<file path="src/rtl/io_pkg.sv">
// Shared definitions for the I/O cycle sequencer: port addresses, FSM states
// and the decoded-port flag bundle.
package io_pkg;

  localparam logic [7:0] PORT_CON_STAT = 8'h00;
  localparam logic [7:0] PORT_CON_DATA = 8'h01;
  localparam logic [7:0] PORT_FBAR     = 8'h06;
  localparam logic [7:0] PORT_MISC     = 8'h07;
  localparam logic [7:0] PORT_BANK     = 8'h36;
  localparam logic [7:0] PORT_FF       = 8'hFF;

  typedef enum logic [2:0] {
    IDLE,
    ACCESS,
    WAIT,
    COMPLETE,
    HOLD
  } seqState_t;

  typedef struct packed {
    logic con;
    logic fbar;
    logic misc;
    logic bank;
    logic ff;
  } portHits_t;

endpackage

</file>
<file path="src/rtl/io_port_map.sv">
// Combinational I/O address decoder: one hit flag per port plus per-direction
// "mapped" flags.
module io_port_map
  import io_pkg::*;
(
  input  logic [7:0] address,
  output portHits_t  hits,
  output logic       rdMapped,
  output logic       wrMapped
);

  // Ports 07h and FFh are write-only, ports 00h/01h are read-only.
  always_comb begin
    hits      = '0;
    hits.con  = (address == PORT_CON_STAT) || (address == PORT_CON_DATA);
    hits.fbar = (address == PORT_FBAR);
    hits.misc = (address == PORT_MISC);
    hits.bank = (address == PORT_BANK);
    hits.ff   = (address == PORT_FF);
    rdMapped  = hits.con | hits.fbar | hits.bank;
    wrMapped  = hits.fbar | hits.misc | hits.bank | hits.ff;
  end

endmodule

</file>
<file path="src/rtl/io_cycle_sequencer.sv">
// CPU I/O cycle sequencer: stretches each I/O access by a fixed number of wait
// states, then performs the register write or returns read data.
module io_cycle_sequencer
  import io_pkg::*;
#(
  parameter int         WAIT_STATES = 2,
  parameter logic [7:0] LED_INIT    = 8'h00
) (
  input  logic       clock,
  input  logic       reset_n,
  input  logic [7:0] address,
  input  logic       io_wr_req,
  input  logic       io_rd_req,
  input  logic [7:0] wr_data,
  input  logic [7:0] con_status,
  input  logic [7:0] switches,
  output logic       cpu_wait,
  output logic [7:0] rd_data,
  output logic       rd_valid,
  output logic [7:0] fbar_leds,
  output logic [7:0] misc_ctl,
  output logic       ram_a16,
  output logic [7:0] port_ff,
  output logic       bus_err
);

  localparam logic [3:0] LAST_WAIT = (WAIT_STATES > 0) ? 4'(WAIT_STATES - 1) : 4'd0;

  seqState_t  state;
  logic [7:0] addrReg;
  logic [7:0] dataReg;
  logic       isWrite;
  logic [3:0] waitCnt;
  logic       errLock;

  logic       anyReq;
  logic       bothReq;
  logic       oneReq;
  logic       goComplete;
  logic       accessMapped;
  logic [7:0] readValue;
  portHits_t  hits;
  logic       rdMapped;
  logic       wrMapped;

  io_port_map portMap (
    .address  (addrReg),
    .hits     (hits),
    .rdMapped (rdMapped),
    .wrMapped (wrMapped)
  );

  assign anyReq       = io_rd_req | io_wr_req;
  assign bothReq      = io_rd_req & io_wr_req;
  assign oneReq       = io_rd_req ^ io_wr_req;
  assign accessMapped = isWrite ? wrMapped : rdMapped;
  assign goComplete   = anyReq &&
                        (((state == ACCESS) && (WAIT_STATES == 0)) ||
                         ((state == WAIT) && (waitCnt == LAST_WAIT)));

  // An illegal dual request or a locked-out IDLE never stalls the CPU.
  assign cpu_wait = ((state == ACCESS) || (state == WAIT)) ? anyReq
                  : ((state == IDLE) && oneReq && !errLock);

  always_comb begin
    readValue = 8'hFF;
    if (hits.con)       readValue = con_status;
    else if (hits.fbar) readValue = fbar_leds;
    else if (hits.bank) readValue = switches;
  end

  // errLock blocks both a repeated bus_err and a new access until the bus
  // has been fully idle for a cycle.
  always_ff @(posedge clock) begin
    if (!reset_n) begin
      state     <= IDLE;
      waitCnt   <= 4'd0;
      addrReg   <= 8'h00;
      dataReg   <= 8'h00;
      isWrite   <= 1'b0;
      errLock   <= 1'b0;
      fbar_leds <= LED_INIT;
      misc_ctl  <= 8'h00;
      ram_a16   <= 1'b0;
      port_ff   <= 8'h00;
      rd_data   <= 8'h00;
      rd_valid  <= 1'b0;
      bus_err   <= 1'b0;
    end else begin
      bus_err <= 1'b0;
      if (!anyReq) errLock <= 1'b0;

      case (state)
        IDLE: begin
          if (bothReq && !errLock) begin
            bus_err <= 1'b1;
            errLock <= 1'b1;
          end else if (oneReq && !errLock) begin
            addrReg <= address;
            dataReg <= wr_data;
            isWrite <= io_wr_req;
            state   <= ACCESS;
          end
        end
        ACCESS: begin
          waitCnt <= 4'd0;
          if (!anyReq)              state <= IDLE;
          else if (WAIT_STATES > 0) state <= WAIT;
          else                      state <= COMPLETE;
        end
        WAIT: begin
          if (!anyReq) begin
            state   <= IDLE;
            waitCnt <= 4'd0;
          end else if (waitCnt == LAST_WAIT) begin
            state <= COMPLETE;
          end else begin
            waitCnt <= waitCnt + 4'd1;
          end
        end
        COMPLETE: begin
          if (isWrite) begin
            if (hits.fbar) fbar_leds <= dataReg;
            if (hits.misc) misc_ctl  <= dataReg;
            if (hits.bank) ram_a16   <= dataReg[0];
            if (hits.ff)   port_ff   <= dataReg;
          end
          state <= HOLD;
        end
        HOLD: begin
          if (!anyReq) begin
            state    <= IDLE;
            rd_valid <= 1'b0;
          end
        end
        default: state <= IDLE;
      endcase

      if (goComplete) begin
        bus_err <= !accessMapped;
        if (!isWrite) begin
          rd_data  <= readValue;
          rd_valid <= 1'b1;
        end
      end
    end
  end

endmodule

</file>
<file path="config.mk">
export PLATFORM = sky130hd
export DESIGN_NAME = io_cycle_sequencer
export DESIGN_NICKNAME = d
export VERILOG_FILES = /design/src/rtl/io_pkg.sv /design/src/rtl/io_port_map.sv /design/src/rtl/io_cycle_sequencer.sv
export SDC_FILE = /design/constraint.sdc
export NUM_CORES = 1
export LEC_CHECK = 0
export CORE_MARGIN = 5
export CORE_UTILIZATION = 35
export DETAILED_ROUTE_END_ITERATION = 8
export PLACE_DENSITY_LB_ADDON = 0.08
export SLEW_MARGIN = 10
export SYNTH_ARGS = -nofsm -noshare
export SYNTH_HDL_FRONTEND = slang
export SYNTH_SLANG_ARGS = --single-unit
</file>
<file path="constraint.sdc">
create_clock -name clock -period 4.05 [get_ports clock]
set_input_delay 0.6075 -clock clock [delete_from_list [all_inputs] [get_ports clock]]
set_output_delay 0.6075 -clock clock [all_outputs]
set_load 0.1 [all_outputs]
</file>
Yosys cells after proc, flatten, opt, wreduce, memory -nomap -nowiden
Cells that the tools add are included.
{"block": "op_classes", "add_sub_neg": 1, "eq_ne": 15, "muxes": 25, "n_bitwise": 10, "reduce_logical": 21}
{"operator": "two-way mux 8 bit", "count": 3}
{"operator": "equality test 8 x 3 -> 1 bit (second input constant)", "count": 2}
{"operator": "two-way mux 3 bit", "count": 5}
{"operator": "case mux 3 bit (5 select lines)", "count": 1}
{"operator": "AND reduction 3 bit", "count": 5}
{"operator": "two-way mux 1 bit", "count": 12}
{"operator": "equality test 8 x 1 -> 1 bit (second input constant)", "count": 1}
{"operator": "equality test 8 x 6 -> 1 bit (second input constant)", "count": 1}
{"operator": "equality test 8 bit (second input constant)", "count": 1}
{"operator": "zero test 8 bit", "count": 1}
{"operator": "two-way mux 4 bit", "count": 2}
{"operator": "case mux 4 bit (2 select lines)", "count": 1}
{"operator": "equality test 3 x 2 -> 1 bit (second input constant)", "count": 2}
{"operator": "logical AND 1 bit", "count": 6}
{"operator": "bitwise OR 1 bit", "count": 6}
{"operator": "adder 4 x 1 -> 4 bit (second input constant)", "count": 1}
{"operator": "equality test 4 x 1 -> 1 bit (second input constant)", "count": 1}
{"operator": "inequality test 2 bit (second input constant)", "count": 2}
{"operator": "AND reduction 2 bit", "count": 2}
{"operator": "AND reduction 4 bit", "count": 1}
{"operator": "equality test 3 x 1 -> 1 bit (second input constant)", "count": 1}
{"operator": "equality test 3 bit (second input constant)", "count": 1}
{"operator": "zero test 3 bit", "count": 1}
{"operator": "inequality test 3 x 2 -> 1 bit (second input constant)", "count": 1}
{"operator": "9 further kinds", "count": 12}
{"block": "word_totals", "ff_bits": 60, "elab_cells": 85}

Logic depth before layout (Yosys ltp)
Gate-level depths: netlist of the first run.
{"block": "depth", "word_depth": 7, "depth_mapped": 8}

Hierarchy
A second synthesis of the first run with hierarchy kept.
{"block": "unflattened", "hier_cells": 343, "hier_area_um2": 2845.2}
{"module": "io_cycle_sequencer", "n_inst": 1, "cells_each": 323, "area_per_inst_um2": 2733.9, "seq_area_each_um2": 1201.2}
{"module": "io_port_map", "n_inst": 1, "cells_each": 20, "area_per_inst_um2": 111.4, "seq_area_each_um2": 0.0}

Least setup slack after synthesis of the first run
No wires, ideal clock.
{"block": "synth_timing", "path_kind": "input to output", "start": "input port io_wr_req", "end": "output port cpu_wait", "arrival_ns": 2.492, "setup_slack_ns": 0.951, "cell_stages": 6, "path_buffers": 0, "cell_sequence": "inv_1 > ha_1 > nor2b_1 > a21oi_1 > o22a_1 > nor2_1"}
{"block": "synth_between", "elab_chain_len": 4}
{"element": "start: declaration", "line_no": "io_cycle_sequencer.sv:12", "rtl": "input logic io_wr_req,"}
{"element": "XOR 1 bit", "line_no": "io_cycle_sequencer.sv:55", "rtl": "assign oneReq = io_rd_req ^ io_wr_req;"}
{"element": "logical AND 1 bit (2 in a row)", "line_no": "io_cycle_sequencer.sv:63", "rtl": ": ((state == IDLE) && oneReq && !errLock);"}
{"element": "two-way mux 1 bit (*)", "line_no": "io_cycle_sequencer.sv:62", "rtl": "assign cpu_wait = ((state == ACCESS) || (state == WAIT)) ? anyReq"}
{"element": "end: declaration", "line_no": "io_cycle_sequencer.sv:17", "rtl": "output logic cpu_wait,"}
Mark *: on every way between the ends. The rest lies on a longest branch, timed or not.

Final worst setup path of the first run
Ends and elaborated chain as after synthesis.

==> flow_metrics.tcl, run 1 <==
set metrics [dict create \
    h-tree-depth 3 \
    ys_ff_latch 60 \
    hold_depth 2 \
    max-cap-violations 0 \
    cts_buffer_depth 2 \
    max_freq_mhz 354 \
    cts-hold-fix-buffers 0 \
    start_kind "primary input" \
    drc 0 \
    dr.first_iter.drc_count 54 \
    arrival_ns 2.22 \
    clk_latency_ns 0.34 \
    period_share 0.698 \
    place_ws_ns 1.16 \
    core_area_sq_um 7180 \
    rsz0062_at_grt "no" \
    pin_count 72 \
    setup_violations 0 \
    avgRoutedWirePerCell_microns 14.3 \
    syn-cell-area_sq_um 2550 \
    end_kind "output port" \
    required_ns 3.44 \
    wl_mm 6.30 \
    leakagePower_nw 1.39 \
    tritoncts "built" \
    netlist_instances 265 \
    synth_top_cell_area_share 0.471 \
    seq_area_sq_um 1200 \
    cts_setup_buffers 0 \
    fp.dieW_microns 95.4 \
    drive_gt1_frac 0.0821 \
    cts_buffers 9 \
    synth-async-reset-ratio 0 \
    hold_viol 0 \
    tns_ns 0 \
    yosysSeqAreaShare 0.471 \
    nets 376 \
    path_max_fanout 7 \
    initial_core_util 0.356 \
    via_per_inst 4.85 \
    synth_edf_count 0 \
    worstSetupPathType "primary input to output port" \
    placed_cells 424 \
    place_hpwl_mm 4.55 \
    p_per_area_nw_per_um2 397 \
    yosysUniqueCellTypes 45 \
    yosysWarnings 0 \
    cts_num_sinks 60 \
    clk_transition_reported_paths_ns 0.06 \
    vias 2136 \
    clock_skew_ns 0.0112 \
    drtAntennaViolNets 0 \
    reg2reg_depth 4 \
    status "completed" \
    fin_util 0.495 \
    area_growth_pct 39.2 \
    place_area_sq_um 3330 \
    die_area_sq_um 9100 \
    fp-row-count 31 \
    drtPass1Iterations 4 \
    whs_ns 0.454 \
    worst_ir_drop_vdd_v 0.000172 \
    grt_pass1_vias 2108 \
    synth_area_leaders "dfxtp_1 (47%), mux2i_1 (16%), nor2_1 (7.6%), o221ai_1 (3.1%), o22a_1 (3.1%)" \
    fin_ws_ns 1.22 \
    synth_top_cell_by_area "dfxtp_1" \
    grt_usage 0.147 \
    globalplace.congestion 0.709 \
    fill_cells 695 \
    worst_pin_slew_ns 0.993 \
    synth_fp_nets 305 \
    fin_area_sq_um 3550 \
    antenna_found_initial 0 \
    cts-resized-gates 0 \
    hold_class "flip-flop to flip-flop" \
    multi_input_area_sq_um 1260 \
    antenna_cells 0 \
    slew_viol_final 0 \
    grt_overflow 0 \
    synth.avg_cell_area_sq_um 9.63 \
    grt_max_degree 22 \
    max_slew_margin 0.336 \
    root_buffer "clkbuf_8" \
    power_mw 1.41 \
    instances_no_fill 440 \
    die_y_microns 95.4 \
    synth_ff_type "dfxtp_1" \
    period_needed_ns 2.83 \
    grt_pass1_wl_mm 10.3 \
    io_buffers 71 \
]
[logic make-up (layout without fill, tap and decap cells)]
logic type               Yosys count  after routing  synth area share
AO/OA/AOI/OAI                     44             44             0.124
adder cells (fa/ha/maj)            4              4            0.0196
buffers and inverters             17             93            0.0338
flip-flops                        60             60             0.471
multiplexers                      41             41             0.161
AND/OR/NAND/NOR                   99             99             0.192
[final cells by class]
type                    instances  area share
multi-input cells             188       0.356
flip-flops and latches         60       0.338
repair buffers                 73       0.204
clock buffers                   9      0.0349
well taps                      99      0.0349
clock inverters                 7      0.0282
inverters                       4     0.00423
[worst paths after layout]
path,startpoint,endpoint,slack (ns)
max reg2reg,addrReg[7],misc_ctl[4],2.10
max,io_wr_req,cpu_wait,1.22
min,rd_data[6],rd_data[6],0.45
min reg2reg,rd_data[6],rd_data[6],0.45
[report_power, final]
part	switching, mW	internal [mW]	total (mW)
Combinational	0.0979	0.0824	0.180
Sequential	0.0206	0.608	0.629
Clock	0.253	0.349	0.602
[registers in the layout, summed over array words and instances, names as in the netlist]
register / flops
port_ff: 8
rd_valid: 1
addrReg: 8
errLock: 1
bus_err: 1
fbar_leds: 8
ram_a16: 1
misc_ctl: 8
dataReg: 8
isWrite: 1
waitCnt: 4
rd_data: 8
state: 3
[cell usage after synthesis, types with 2 or more instances]
cell and instances:
nor4_1 2, nand3_1 3, o221ai_1 9, nor2_1 52
nand4_1 2, nand2b_1 4, inv_1 3, nor2b_1 2
o21ai_0 4, o22a_1 9, a21oi_1 15, ha_1 4
or3_1 2, dfxtp_1 60, clkbuf_1 6, and4_1 2
buf_6 2, nor3_1 2, and3_1 2, buf_2 3
nand2_1 13, mux2i_1 41
[layer usage]
layer  wire (microns)  track usage  part of all wire
met1             3000        0.198              0.48
met2             2740        0.215              0.43
met3              424       0.0403             0.067
met4              138       0.0782             0.022
met5                0            0                 0
[placed cells by master (no fill, tap or decap), drive strengths merged, types with 2 or more instances in the layout]
cell,instances
clkdlybuf4s50,70
dfxtp,60
nor2,52
mux2i,41
a21oi,16
nand2,14
o22a,9
o221ai,9
clkbuf,9
nand2b,4
o21ai,4
ha,4
inv,4
nand3,3
clkinvlp,3
buf,3
or3,3
nor3,3
nor2b,2
nor4,2
and4,2
and3,2
nand4,2
bufinv,2
clkinv,2
[worst max-delay path, stage by stage]
cell,delay [ns]
clkdlybuf4s50_1,0.50
inv_1,0.05
ha_1,0.27
nor2b_1,0.18
a21oi_1,0.06
o22a_1,0.17
nor2_1,0.08
buf_4,0.29
Power figures use the tool's default switching activity.
==> inputs of run 2 (changes only) <==
==> constraint.sdc (replaced) <==
create_clock -name clock -period 2.41 [get_ports clock]
set_input_delay 0.3615 -clock clock [delete_from_list [all_inputs] [get_ports clock]]
set_output_delay 0.3615 -clock clock [all_outputs]
set_load 0.1 [all_outputs]
==> run 2 against run 1 <==
  * Via count rose by 0.84%
  * Non-clock buffer count rose by 5
  * Critical path depth rose by 1
  * First-iteration DRC count rose by 39%
  * Global-route usage fell by 0.51 points
  * Final cell count rose by 0.91%
  * Total power rose by 60%
  * Clock skew fell by 0.0023 ns
  * Utilization fell by 0.78 points
  * Worst hold slack barely moved
  * Critical path type unchanged
  * Largest power group unchanged
  * Highest routed layer unchanged
==> flow_metrics.tcl, run 2 (same netlist as run 1, synthesis figures left out) <==
set metrics [dict create \
    fin_util 0.487 \
    path_max_fanout 6 \
    place_ws_ns -0.0305 \
    combPwrFrac 0.145 \
    die_area_sq_um 9100 \
    io_buffers 71 \
    setup_violations 0 \
    avgRoutedWirePerCell_microns 14.4 \
    arrival_ns 1.93 \
    nets 381 \
    area_growth_pct 37.0 \
    h-tree-depth 3 \
    reg2reg_depth 4 \
    cts_setup_buffers 0 \
    switching_share 0.258 \
    cts-hold-fix-buffers 0 \
    regToRegStartpoint "state[1]" \
    place_area_sq_um 3310 \
    whs_ns 0.454 \
    vias 2154 \
    drtAntennaViolNets 0 \
    grt_overflow 0 \
    fp-row-count 31 \
    p_sw_mw 0.582 \
    fin_area_sq_um 3500 \
    seqPwrFrac 0.469 \
    start_kind "primary input" \
    cts_num_sinks 60 \
    leakagePower_nw 1.49 \
    place_hpwl_mm 4.59 \
    max-cap-violations 0 \
    grt_busiest_layer "met2" \
    dr.first_iter.drc_count 75 \
    cp-startpoint "io_wr_req" \
    period_needed_ns 2.29 \
    drtPass1Iterations 4 \
    layout_common_cells "dfxtp_1 (60), nor2_1 (51), mux2i_1 (41), buf_4 (41), clkdlybuf4s50_1 (35)" \
    period_share 0.951 \
    antenna_found_initial 0 \
    fp.dieW_microns 95.4 \
    globalplace.congestion 0.730 \
    grt_usage 0.142 \
    required_ns 2.05 \
    via_per_inst 4.85 \
    grtUsageMet3 0.0616 \
    core_area_sq_um 7180 \
    grt_max_degree 26 \
    cts-resized-gates 0 \
    rr_endpoint "rd_data[1]" \
    power_mw 2.26 \
    grt_pass1_wl_mm 10.0 \
    crit_end "cpu_wait" \
    slowest_delay_ns 0.47 \
    clk_transition_reported_paths_ns 0.06 \
    clk_latency_ns 0.33 \
    intPower_mw 1.67 \
    antenna_cells 0 \
    max_slew_margin 0.643 \
    grt_pass1_vias 2001 \
    rsz0062_at_grt "no" \
    initial_core_util 0.356 \
    r2r_slack_ns 0.55 \
    root_buffer "clkbuf_8" \
    pin_count 72 \
    clock_skew_ns 0.00887 \
    status "completed" \
    fin_ws_ns 0.118 \
    crit_chain "clkdlybuf4s50_1 -> inv_1 -> ha_1 -> buf_4 -> nor2b_1 -> a21oi_1 -> o22a_1 -> nor2_2 -> buf_12" \
    grtUsageMet1 0.191 \
    hold_viol 0 \
    worst_pin_slew_ns 0.536 \
    worstSetupPathType "primary input to output port" \
    drc 0 \
    cts_buffer_depth 2 \
    hold_class "flip-flop to flip-flop" \
    max_freq_mhz 436 \
    wl_mm 6.40 \
    slew_viol_final 0 \
    critPathSlowestCell "clkdlybuf4s50_1" \
    use_met2 0.209 \
    p_per_area_nw_per_um2 646 \
    cts_buffers 9 \
    worst_ir_drop_vdd_v 0.000347 \
    p_clk_frac 0.385 \
    die_y_microns 95.4 \
    tritoncts "built" \
    final_common_cell "dfxtp_1" \
    hold_depth 2 \
    drive_gt1_frac 0.197 \
    end_kind "output port" \
]
run 2: cell types whose count changed in the layout (fill, tap and decap cells not counted), moves of 2 or more:
cell             before  now
buf_4                 3   41
buf_12                0    2
clkinv_2              0    3
clkdlybuf4s50_1      70   35
clkinvlp_4            3    1
run 2: metal layers:
metal,share of wire,vias up
met3,0.078,7
li1,-,1095
met5,0,-
met1,0.48,996
met2,0.43,56
met4,0.0089,0
run 2: worst min-delay path by stage:
stage | startpoint | to | slack [ns]
finish | rd_data[6] | rd_data[6] | 0.45
global route | rd_data[5] | rd_data[5] | 0.48
CTS | rd_data[4] | rd_data[4] | 0.46
detailed placement | rd_data[4] | rd_data[4] | 0.45
global placement | rd_data[5] | rd_data[5] | 0.45
floorplan | errLock | errLock | 0.46
run 2: area by class of cell:
type | count | area, sq um
fillers | 713 | 3680
multi-input cells | 188 | 1270
flip-flops and latches | 60 | 1200
repair buffers | 78 | 698
clock buffers | 10 | 138
well taps | 99 | 124
clock inverters | 5 | 52.6
inverters | 4 | 15.0
run 2: power by group through the flow:
| stage | registers, mW | logic, mW | clock network (mW) |
|---|---|---|---|
| final | 1.06 | 0.328 | 0.870 |
| after detailed placement | 1.08 | 0.329 | 0 |
| after global routing | 1.06 | 0.354 | 0.943 |
| after CTS | 1.06 | 0.331 | 0.897 |
| after floorplan | 1.08 | 0.198 | 0 |
| after global placement | 1.08 | 0.329 | 0 |
run 2: stage by stage:
| stage | setup TNS [ns] | cells |
|---|---|---|
| floorplan | 0 | 265 |
| global placement | -0.0236 | 429 |
| detailed placement | -0.182 | 429 |
| CTS | 0 | 444 |
| global route | 0 | 444 |
| finish | 0 | 444 |
run 2: critical path: cells and delay by family:
kind                     cells  cell delay, ns
adder cells (fa/ha/maj)      1            0.20
AND/OR/NAND/NOR              2            0.27
AO/OA/AOI/OAI                2            0.25
buffers and inverters        4            0.87
==> inputs of run 3 (changes only) <==
--- a/config.mk
+++ b/config.mk
@@ -5,8 +5,10 @@
 export SDC_FILE = /design/constraint.sdc
 export NUM_CORES = 1
 export LEC_CHECK = 0
+export CELL_PAD_IN_SITES_DETAIL_PLACEMENT = 0
+export CELL_PAD_IN_SITES_GLOBAL_PLACEMENT = 1
 export CORE_MARGIN = 5
-export CORE_UTILIZATION = 35
+export CORE_UTILIZATION = 32
 export DETAILED_ROUTE_END_ITERATION = 8
 export PLACE_DENSITY_LB_ADDON = 0.08
 export SLEW_MARGIN = 10
==> run 3 against run 2 <==
  * Maximum frequency shrank 0.20%
  * Clock skew down 0.0020 ns
  * Critical endpoint unchanged
  * Non-clock buffer count rose by 3
  * Die area grew 8.4%
==> flow_metrics.tcl, run 3 (same netlist as run 1, synthesis figures left out) <==
set metrics [dict create \
    status "completed" \
    seq_area_sq_um 1200 \
    grt_usage 0.142 \
    worstSetupPathType "primary input to output port" \
    max_slew_margin 0.634 \
    drc 0 \
    leakagePower_nw 1.51 \
    final_common_cell "dfxtp_1" \
    critPathSlowestCell "clkdlybuf4s50_1" \
    placed_cells 435 \
    end_kind "output port" \
    die_y_microns 99.3 \
    fin_util 0.456 \
    p_per_area_nw_per_um2 676 \
    multi_input_area_sq_um 1270 \
    antenna_cells 0 \
    instances_no_fill 451 \
    power_mw 2.39 \
    pin_count 72 \
    tritoncts "built" \
    grt_pass1_vias 2127 \
    globalplace.congestion 0.696 \
    grt_max_degree 23 \
    area_growth_pct 38.8 \
    initial_core_util 0.329 \
    dr.first_iter.drc_count 64 \
    wl_mm 6.77 \
    grt_pass1_wl_mm 11.0 \
    fin_ws_ns 0.114 \
    worst_ir_drop_vdd_v 0.000324 \
    io_buffers 71 \
    period_needed_ns 2.30 \
    antenna_found_initial 0 \
    max_freq_mhz 435 \
    start_kind "primary input" \
    period_share 0.953 \
    fp.dieW_microns 99.3 \
    crit_chain "clkdlybuf4s50_1 -> inv_1 -> ha_1 -> buf_4 -> nor2b_2 -> a21oi_1 -> o22a_1 -> nor2_2 -> buf_12" \
    core_area_sq_um 7770 \
    cts_buffers 9 \
    die_area_sq_um 9860 \
    clk_transition_reported_paths_ns 0.06 \
    place_area_sq_um 3320 \
    rsz0062_at_grt "no" \
    drtAntennaViolNets 0 \
    h-tree-depth 3 \
    cts_setup_buffers 0 \
    cts_num_sinks 60 \
    grt_overflow 0 \
    required_ns 2.05 \
    via_per_inst 4.86 \
    drive_gt1_frac 0.203 \
    layout_common_cells "dfxtp_1 (60), nor2_1 (51), buf_4 (45)" \
    hold_depth 3 \
    setup_violations 0 \
    fp-row-count 32 \
    fin_area_sq_um 3540 \
    cts_buffer_depth 2 \
    clk_latency_ns 0.33 \
    root_buffer "clkbuf_8" \
    path_max_fanout 6 \
    avgRoutedWirePerCell_microns 15.0 \
    clock_skew_ns 0.00691 \
    fill_cells 805 \
    slowest_delay_ns 0.48 \
    vias 2191 \
    worst_pin_slew_ns 0.544 \
    hold_viol 0 \
    drtPass1Iterations 4 \
    reg2reg_depth 4 \
    place_hpwl_mm 5.00 \
    max-cap-violations 0 \
    nets 384 \
    arrival_ns 1.93 \
    hold_class "primary input to flip-flop" \
    place_ws_ns -0.116 \
    slew_viol_final 0 \
]
run 3: cell type report:
| type | count | share of cell area |
|---|---|---|
| clock buffer | 12 | 0.0410 |
| clock inverter | 4 | 0.0205 |
| inverter | 4 | 0.00424 |
| multi-input combinational | 188 | 0.359 |
| sequential | 60 | 0.339 |
| tap | 102 | 0.0360 |
| timing repair buffer | 81 | 0.201 |
run 3: timing repair:
| action | 4_1_cts | 5_1_grt |
|---|---|---|
| endpoints found under the setup margin | 0 | 1 |
| gates resized for setup | 0 | 2 |
| hold buffers | 0 | 0 |
run 3: path summary, 6_finish.rpt:
path,from,to,slack (ns)
setup reg to reg,state[1],rd_data[0],0.54
setup / recovery,io_rd_req,cpu_wait,0.11
hold reg to reg,rd_data[1],rd_data[1],0.46
hold / removal,io_wr_req,isWrite,0.36
run 3: stage by stage:
| step | TNS [ns] | hold slack, ns |
|---|---|---|
| 3_3_place_gp | -0.869 | 0.446 |
| 5_1_grt | 0 | 0.349 |
| 4_1_cts | 0 | 0.461 |
| 6_report | 0 | 0.358 |
| 2_1_floorplan | 0 | 0.463 |
| 3_5_place_dp | -0.901 | 0.452 |
run 3: report_power, final:
group	total [mW]	leakage, nW	internal, mW	switching, mW
clock network	0.996	0.107	0.610	0.386
registers	1.06	0.486	1.02	0.0376
logic	0.337	0.919	0.160	0.176
run 3: worst max-delay path: cells and delay by family:
kind                       cells  cell delay, ns
AOI/OAI and AO/OA              2            0.24
and+or+nand+nor                2            0.27
adders and majority gates      1            0.18
buffers and inverters          4            0.88
run 3: metal layers:
metal,track usage,up-vias,part of all wire
li1,-,1102,-
met2,0.207,64,0.43
met1,0.189,1019,0.49
met5,0,-,0
met3,0.0638,6,0.074
met4,0.0378,0,0.012
==> patch 1 (settings of run 2) <==
Add an input register stage for `switches`, cleared by the reset; this delays it by one clock. The other inputs are not delayed to match.
--- a/src/rtl/io_cycle_sequencer.sv
+++ b/src/rtl/io_cycle_sequencer.sv
@@ -25,6 +25,16 @@
 );
 
   localparam logic [3:0] LAST_WAIT = (WAIT_STATES > 0) ? 4'(WAIT_STATES - 1) : 4'd0;
+
+  logic [7:0] switches_q;
+
+  always_ff @(posedge clock) begin
+    if (!reset_n) begin
+      switches_q <= '0;
+    end else begin
+      switches_q <= switches;
+    end
+  end
 
   seqState_t  state;
   logic [7:0] addrReg;
@@ -66,7 +76,7 @@
     readValue = 8'hFF;
     if (hits.con)       readValue = con_status;
     else if (hits.fbar) readValue = fbar_leds;
-    else if (hits.bank) readValue = switches;
+    else if (hits.bank) readValue = switches_q;
   end
 
   // errLock blocks both a repeated bus_err and a new access until the bus
Function: changed (Yosys sat finds a counterexample within 10 cycles, from zero or initial values and one cycle with reset_n low).
==> patch 1 against run 2 <==
  * Via count is 4.2% higher
  * Setup slack worse by 0.024 ns
  * Count of clock-buffer cells in the layout stayed put
  * Sequential share of layout area is 1.8 points higher
  * Largest cell class unchanged
  * Design area is 7.8% higher
  * Synthesized cell count is 8.3% higher
  * Die area is 10% higher
  * Largest power group unchanged
  * Synthesized area is 11% higher
  * Combinational power is 19% higher
  * Critical path type unchanged
  * Total power is 10% higher
  * Clock power is 2.6% higher
  * Wire length is 7.5% higher
  * Sequential cell count is 8 higher
  * Final cell count is 4.5% higher
==> patch 1: results (changes against run 2) <==
GR Layer Usage met3 = 4.45% (-1.7 points)
GR Util met1 = 20.6% (+1.5 points)
Peak VDD IR = 0.281 mV (-19%)
Sequential element share of the synthesized area = 47.9% (+0.85 points)
Clk_skew = 0.0125 ns (+0.00363 ns)
Synth Area in Adders = 1.76% (-0.20 points)
Pwr per Cell Area = 659 mW/mm^2 (+2.0%)
Drt via density = 4.84 (-0.31%)
Register-to-register setup slack = 0.57 ns (+0.02 ns)
Setup WS pre-CTS = 0.0913 ns (+0.122 ns)
Pwr Total = 2.48 mW (+10%)
Post-synthesis mux area share = 9.51% (-6.6 points)
Filler cells = 788 (+11%)
NetSw = 654 uW (+12%)
Final GP Congestion = 0.802 (+9.8%)
Routed wl met2 = 2830 um (+2.0%)
Synth Area per Inst = 9.90 um^2 (+2.8%)
Hold_ws = 0.466 ns (+0.0115 ns)
Worst Path Arrival = 1.95 ns (+0.02 ns)
Least-Margin Pin Slew = 0.582 ns (+0.0453 ns)
Clock group = 893 uW (+2.6%)
Vias in the first global route = 2189 (+9.4%)
Layout cells sized above 1 = 19.6% (-0.097 points)
Post-synthesis compound-gate area fraction = 13.8% (+1.5 points)
R2r worst-path depth = 4 (unchanged)
Final wirelength = 6880 um (+7.5%)
Drt initial violations = 73 (-2.7%)
Top cells by count, synth = dfxtp_1, mux2i_1, nand2_1
Status = complete, no violations
Lkg Pwr = 1.60 nW (+7.8%)
Dpl cells = 448 (+4.4%)
Comb power frac = 15.8% (+1.3 points)
Largest net degree at the start of global routing = 36 (+38%)
Post-DP HPWL = 4890 um (+6.6%)
Synth Net Count = 327 (+7.2%)
R2r endpoint = fbar_leds[3]
Count of cell types in the netlist = 50 (+11%)
Met2 Use GR = 20.1% (-0.81 points)
M1 WL = 3610 um (+18%)
Xor and xnor area share after synthesis = 0.925% (+0.92 points)
Wire length on met3 = 349 um (-30%)
Nets = 397 (+4.2%)
Dpl cell area = 0.00357 mm^2 (+8.0%)
Wire per inst = 14.8 um (+2.9%)
Synth top area cells = dfxtp_1, mux2i_1, nor2b_1
Fin crit period = 2.32 ns (+0.0241 ns)
Worst hold start = port_ff[4]
-- patch 1: changes by cell type in the layout (fill, tap and decap cells not counted), sizes merged, moves of 7 or more --
cell            run 2  this run
o221ai              9         0
nand2              14        26
o21ai               4        17
mux2i              41        27
a2bb2oi             0         8
and2                1        12
nor2b               2        17
o22a                9         1
dfxtp              60        68
nand3               3        20
a21oi              16         2
nor2               52         9
a22o                1         8
o22ai               0         9
-- patch 1: final cells by class --
cell class / instances / area share [%]
clock buffer: 10 / 3.39
clock inverter: 6 / 1.46
inverter: 7 / 0.697
multi-input combinational: 195 / 36.6
sequential: 68 / 36.1
tap: 102 / 3.39
timing repair buffer: 76 / 18.3
-- patch 1: critical path: stages --
cell and delay [ns]:
clkdlybuf4s50_1 0.48, inv_1 0.07, ha_4 0.26, nor3b_2 0.14, a21oi_1 0.06, o22a_1 0.23
nor2_2 0.15, buf_12 0.19
-- patch 1: repair_timing --
action	CTS	global route
endpoints found under the setup margin	0	1
endpoints found under the hold margin	0	0
hold buffers	0	0
resized for setup	0	2
==> patch 2 (flow settings as in run 2) <==
Without the edit above. Encoding of `seqState_t`: now one-hot (5 bits for 5 states).
--- a/src/rtl/io_pkg.sv
+++ b/src/rtl/io_pkg.sv
@@ -9,12 +9,12 @@
   localparam logic [7:0] PORT_BANK     = 8'h36;
   localparam logic [7:0] PORT_FF       = 8'hFF;
 
-  typedef enum logic [2:0] {
-    IDLE,
-    ACCESS,
-    WAIT,
-    COMPLETE,
-    HOLD
+  typedef enum logic [4:0] {
+    IDLE     = 5'b00001,
+    ACCESS   = 5'b00010,
+    WAIT     = 5'b00100,
+    COMPLETE = 5'b01000,
+    HOLD     = 5'b10000
   } seqState_t;
 
   typedef struct packed {
Formal check against the unedited RTL: same outputs for any inputs over 10 cycles, from zero or initial values and one cycle with reset_n low; not proved beyond that.
==> patch 2 against run 2 <==
  * Total power grew 9.4%
  * First-iteration DRC count rose by 96%
  * Setup slack gained 0.14 ns
  * Hold slack improved by 0.0042 ns
  * Wire length increased by 16%
  * Design area grew 8.2%
  * Critical endpoint unchanged
  * Sequential cell count is 2 higher
  * Clock skew up 0.0013 ns
  * Synthesized area grew 5.7%
==> patch 2: results (changes against run 2) <==
Status = complete, no violations
Synth top area cells = dfxtp_1, mux2i_1, nand2_1
Peak VDD IR = 0.273 mV (-21%)
Post-synthesis compound-gate area fraction = 11.5% (-0.85 points)
Count of cell types in the netlist = 42 (-6.7%)
First-pass GRT wire length = 12300 um (+23%)
Final GP Congestion = 0.851 (+17%)
TritonCTS buffer count = 9 (unchanged)
Post-DP HPWL = 5460 um (+19%)
Synth Net Count = 328 (+7.5%)
Synth Area per Inst = 9.37 um^2 (-2.8%)
Dpl cell area = 0.00357 mm^2 (+8.0%)
Min-delay worst type = register to register
Largest net degree at the start of global routing = 34 (+31%)
Drt via density = 4.97 (+2.5%)
GRT Overall Usage = 15.9% (+1.7 points)
Final wirelength = 7430 um (+16%)
Antenna Cells = 0 (unchanged)
Drt initial violations = 147 (+96%)
Clk_skew = 0.0102 ns (+0.00130 ns)
Lkg Pwr = 1.58 nW (+6.4%)
Nets = 414 (+8.7%)
Post-synthesis mux area share = 15.2% (-0.87 points)
Sequential element share of the synthesized area = 46.0% (-1.0 points)
Setup WS pre-CTS = 0.0242 ns (+0.0547 ns)
Layout cells sized above 1 = 22.2% (+2.5 points)
Dpl cells = 465 (+8.4%)
Top cells by count, synth = dfxtp_1, mux2i_1, nand2_1
Xor and xnor area share after synthesis = 0.325% (+0.32 points)
Non-filler instance count after layout = 480 (+8.1%)
Least-Margin Pin Slew = 0.519 ns (-0.0170 ns)
-- patch 2: cell families after synthesis --
group / Yosys count
AND/OR/NAND/NOR: 116
flip-flops: 62
AO/OA/AOI/OAI: 45
multiplexers: 41
buffers and inverters: 19
adder cells (fa/ha/maj): 4
XOR/XNOR: 1
-- patch 2: cell type report --
cell class / count / area, um^2
Clock buffer: 9 / 124
Multi-Input combinational cell: 207 / 1400
Clock inverter: 6 / 87.6
Sequential cell: 62 / 1240
Tap cell: 102 / 128
Fill cell: 754 / 3830
Inverter: 7 / 26.3
Timing Repair Buffer: 87 / 778
-- patch 2: path summary, 6_finish.rpt --
path | from | end | slack, ns | cells past startpoint
worst min register to register | port_ff[1] | port_ff[1] | 0.46 | 2
worst max-delay path | state[1] | cpu_wait | 0.26 | 4
worst min-delay path | port_ff[1] | port_ff[1] | 0.46 | 2
worst max register to register | state[1] | port_ff[4] | 0.54 | 5
-- patch 2: where the power goes --
| part | switching [mW] | internal (mW) | total, mW |
|---|---|---|---|
| registers | 0.0344 | 1.06 | 1.09 |
| clock network | 0.408 | 0.574 | 0.982 |
| logic | 0.202 | 0.191 | 0.394 |
| total | 0.645 | 1.82 | 2.47 |
-- patch 2: worst max-delay path, cell delays in order, from the launching register on --
cell	delay, ns
dfxtp_1	0.48
xnor2_1	0.12
or4_4	0.48
o32ai_4	0.17
buf_12	0.21
-- patch 2: metal layers --
| layer | wire length (um) | track usage, % | share of wire [%] | up-vias |
|---|---|---|---|---|
| li1 | - | - | - | 1195 |
| met1 | 3370 | 19.7 | 45 | 1114 |
| met2 | 3620 | 26.8 | 49 | 68 |
| met3 | 347 | 4.07 | 4.7 | 10 |
| met4 | 89 | 5.64 | 1.2 | 0 |
| met5 | 0 | 0 | 0 | - |
